==> src/rtl/divider_32bit_seq.sv <==
// Sequential unsigned restoring divider: one quotient bit per clock, MSB first,
// with a start/busy/done handshake and a divide-by-zero shortcut.
module divider_32bit_seq #(
  parameter int WIDTH = 32,
  parameter int CNT_W = 6
) (
  input  logic             clk,
  input  logic             rst_n,
  input  logic             start,
  input  logic [WIDTH-1:0] dividend,
  input  logic [WIDTH-1:0] divisor,
  output logic             busy,
  output logic             done,
  output logic [WIDTH-1:0] quotient,
  output logic [WIDTH-1:0] remainder,
  output logic             div_by_zero
);

  typedef enum logic [1:0] {
    S_IDLE,
    S_RUN,
    S_DONE
  } state_t;

  state_t state, state_nxt;

  logic [WIDTH:0]   rem_r;
  logic [WIDTH-1:0] q_r;
  logic [WIDTH-1:0] dvsr_r;
  logic [CNT_W-1:0] cnt;

  logic [WIDTH:0]   rem_sh;
  logic [WIDTH:0]   trial;
  logic [WIDTH:0]   rem_nxt;
  logic [WIDTH-1:0] q_nxt;
  logic             fits;
  logic             last_iter;
  logic             accept;

  // R < divisor always holds, so dropping R[WIDTH] on the shift loses nothing
  always_comb begin
    rem_sh    = {rem_r[WIDTH-1:0], q_r[WIDTH-1]};
    trial     = rem_sh - {1'b0, dvsr_r};
    fits      = ~trial[WIDTH];
    rem_nxt   = fits ? trial : rem_sh;
    q_nxt     = {q_r[WIDTH-2:0], fits};
    last_iter = (cnt == CNT_W'(WIDTH - 1));
    accept    = (state == S_IDLE) && start;
  end

  always_ff @(posedge clk or negedge rst_n) begin
    if (!rst_n) begin
      state <= S_IDLE;
    end else begin
      state <= state_nxt;
    end
  end

  always_comb begin
    state_nxt = state;
    case (state)
      S_IDLE: begin
        if (start) begin
          state_nxt = (divisor == '0) ? S_DONE : S_RUN;
        end
      end
      S_RUN: begin
        if (last_iter) begin
          state_nxt = S_DONE;
        end
      end
      S_DONE:  state_nxt = S_IDLE;
      default: state_nxt = S_IDLE;
    endcase
  end

  always_comb begin
    busy = (state == S_RUN);
    done = (state == S_DONE);
  end

  // Result registers load only on entry to DONE, so they hold across later runs
  always_ff @(posedge clk or negedge rst_n) begin
    if (!rst_n) begin
      rem_r       <= '0;
      q_r         <= '0;
      dvsr_r      <= '0;
      cnt         <= '0;
      quotient    <= '0;
      remainder   <= '0;
      div_by_zero <= 1'b0;
    end else if (accept) begin
      rem_r  <= '0;
      q_r    <= dividend;
      dvsr_r <= divisor;
      cnt    <= '0;
      if (divisor == '0) begin
        quotient    <= '1;
        remainder   <= dividend;
        div_by_zero <= 1'b1;
      end
    end else if (state == S_RUN) begin
      rem_r <= rem_nxt;
      q_r   <= q_nxt;
      cnt   <= cnt + 1'b1;
      if (last_iter) begin
        quotient    <= q_nxt;
        remainder   <= rem_nxt[WIDTH-1:0];
        div_by_zero <= 1'b0;
      end
    end
  end

endmodule

==> config.mk <==
export PLATFORM = sky130hd
export DESIGN_NAME = divider_32bit_seq
export DESIGN_NICKNAME = d
export VERILOG_FILES = /design/src/rtl/divider_32bit_seq.sv
export SDC_FILE = /design/constraint.sdc
export NUM_CORES = 1
export LEC_CHECK = 0
export CAP_MARGIN = 20
export CORE_MARGIN = 4
export CORE_UTILIZATION = 50
export DETAILED_ROUTE_END_ITERATION = 7
export PLACE_DENSITY_LB_ADDON = 0.12
export SLEW_MARGIN = 40
export SYNTH_ARGS = -nofsm -noshare
export SYNTH_HDL_FRONTEND = slang
export SYNTH_SLANG_ARGS = --single-unit
==> constraint.sdc <==
create_clock -name clk -period 2.8 [get_ports clk]
set_input_delay 0.56 -clock clk [delete_from_list [all_inputs] [get_ports clk]]
set_output_delay 0.56 -clock clk [all_outputs]
set_load 0.02 [all_outputs]
==> impl_metrics.tcl <==
set metrics [dict create \
    grt_pass1_wl_mm 47.0 \
    cts_htree_levels 4 \
    rsz0062_at_grt "yes" \
    synthMuxAreaShare_pct 1.76 \
    finClkSkew_ns 0.0117 \
    worstSetupPathType "register to register" \
    yosys_warnings 0 \
    crit_chain "inv_1 > ha_2 > fa_2 > nand2b_4 > a21oi_4 > o211a_1 > o2111a_2 > nor4_4 > nor2_4 > buf_12 > mux2i_1 > buf_4 > o21ai_1" \
    drt_first_pass_iters 5 \
    ios 134 \
    drive_gt1_share_pct 19.0 \
    async_flop_share_pct 100 \
    finalHoldViolCount 0 \
    cp.required_ns 3.10 \
    finalWirelength_mm 29.2 \
    synth_edf_count 0 \
    r2r_cells 13 \
    synth_top_family_by_area "compound AO/OA/AOI/OAI gates" \
    via_per_inst 5.87 \
    vias 9370 \
    drtAntennaViolNets 0 \
    clk_pin_slew_ns 0.08 \
    critPathSlowestCell "dfrtp_1" \
    period_share_pct 99.9 \
    yosysTopAreaCell "dfrtp_1" \
    synth_area_per_cell_um2 8.82 \
    antenna_cells 0 \
    setup_viol 0 \
    use_met2_pct 43.3 \
    synth_flop_cell "dfrtp_1" \
    cts_root_buf "clkbuf_16" \
    routedWlPerCell_um 18.3 \
    relSlewSlack_pct 59.0 \
    dp_hpwl_mm 21.5 \
    synth_compound_gate_area_share_pct 26.9 \
    slowest_delay_ns 0.37 \
    synth_adder_area_share_pct 4.47 \
    drc 0 \
    grt.busiest_layer "met2" \
    grt_use_total_pct 26.9 \
    cts_tree "built" \
    dieArea_um2 21700 \
    status "completed" \
    yosysSeqAreaShare_pct 43.6 \
    clk_latency_ns 0.43 \
    cts_buffers 17 \
    final_common_cell "dfrtp_1" \
    grt_pass1_vias 8939 \
    synthSimpleGateAreaFrac_pct 15.7 \
    critPathLaunchType "register" \
    max-clock-path-buffers 2 \
    synth_top_area_share_pct 43.6 \
    synthTopCellsByArea "dfrtp_1, a22oi_1, o21ai_0" \
    crit_fanout 10 \
    syn-num-nets 1199 \
    dieWidth_um 147 \
    synthCells 1098 \
    min_period_ns 2.80 \
    io_buffers 133 \
    antenna_found_initial 0 \
    fillers 1548 \
    drv_cap 0 \
    grt_overflow 0 \
    synth_area_um2 9690 \
    hold_path.class "input pin to asynchronous set/reset pin" \
    grt_max_degree 59 \
    synthXorXnorAreaFrac_pct 2.35 \
    use_met3_pct 4.97 \
    die_y_um 147 \
    maxSlewViolCount 0 \
    drt-initial-drc-count 713 \
    rows 50 \
    mostFrequentLayoutCells "dfrtp_1, clkdlybuf4s50_1, buf_4" \
    max_freq_mhz 358 \
    hold_buffers 0 \
    final_area_um2 13100 \
    fin_nets 1423 \
    crit_arrival_ns 3.10 \
    core_area_um2 18900 \
    ys_ff_latch 169 \
    ys_types 77 \
    place.gp.congestion 0.864 \
    grtUsageMet1_pct 38.1 \
    end_kind "register" \
    dpl_cell_area_um2 12200 \
    initial_core_util_pct 51.3 \
    worst_pin_slew_ns 0.615 \
    cts_sinks 169 \
    area_growth_pct 35.4 \
]
## synthesized netlist by cell type, types with 3 or more instances
master	count
nand3_1	16
buf_6	3
nand2_1	102
ha_1	33
inv_1	46
nor2_1	85
mux2i_1	17
a21oi_1	73
clkinv_1	3
xor2_1	8
or4_1	3
or3_1	8
o21ai_1	66
and3_1	24
a21oi_2	5
nor2b_1	4
buf_4	4
nand2b_1	5
a32oi_1	9
xnor2_1	18
buf_1	3
a21o_1	16
a221oi_1	8
nand4_1	7
and2_1	7
a2bb2oi_1	4
o211ai_1	8
dfrtp_1	169
a22oi_1	66
o21ai_0	96
o31ai_1	7
nor4_1	11
clkbuf_1	50
o21a_1	6
buf_2	11
nor3_1	37
a211oi_1	4
a31oi_1	5
a221o_1	5
## cell type report
type / instances / area, µm² / share of cell area (%)
multi-input combinational: 808 / 5280 / 40.2
inverter: 50 / 188 / 1.43
sequential: 169 / 4230 / 32.2
clock buffer: 18 / 429 / 3.27
tap: 260 / 325 / 2.48
clock inverter: 14 / 153 / 1.16
timing repair buffer: 276 / 2520 / 19.2
## what timing repair did
action,in CTS,in global routing
resized for setup,12,56
setup buffers,0,5
setup endpoints to repair,61,86
pin swaps,4,12
## final timing paths
check / start / endpoint / slack, ns
min in group clk: remainder[2] / remainder[2] / 0.47
worst max-delay path: q_r[31] / rem_r[13] / 0.003
worst max register to register: q_r[31] / rem_r[13] / 0.003
worst min-delay path: rst_n / quotient[18] / 0.09
max in group asynchronous: rst_n / q_r[28] / 2.04
worst min register to register: remainder[2] / remainder[2] / 0.47
## state kept, by name, indices dropped and copies added (netlist names)
name and cells:
div_by_zero 1, cnt 6, quotient 32, dvsr_r 32, rem_r 32, q_r 32
remainder 32, state 2
## metal layers
layer  routed length [µm]  vias to the layer above
met2                13900                      336
met1                12900                     4528
met5                    0                        -
met4                  436                        0
li1                     -                     4468
met3                 1860                       38
## stage by stage
step	utilization, %	cells	setup WS (ns)	TNS (ns)	hold slack [ns]
after floorplan	-	1098	0.117	0	0.264
after global placement	64.5	1558	-0.330	-18.80	0.461
after detailed placement	64.5	1558	-0.402	-23.07	0.464
after CTS	67.8	1590	0.00379	0	0.0998
after global routing	69.4	1595	-0.0986	-2.01	0.124
final	69.4	1595	0.00336	0	0.0881
## critical path: cells and delay by family (launching register included)
family	cells	cell delay, ns
DFF	1	0.37
and+or+nand+nor	3	0.40
AOI/OAI and AO/OA	4	0.70
buffers and inverters	3	0.40
adders and majority gates	2	0.55
muxes	1	0.20
## cells by family (layout without fill, tap and decap cells)
kind of cell	count (synthesis)	after routing
flops	169	169
compound gates	411	411
xor+xnor	26	26
simple gates	320	320
fa+ha+maj	34	34
buf+inv	121	358
mux	17	17
Power is not shown: default switching activity piles up to over one toggle a cycle in this logic, so the estimate is an artifact.
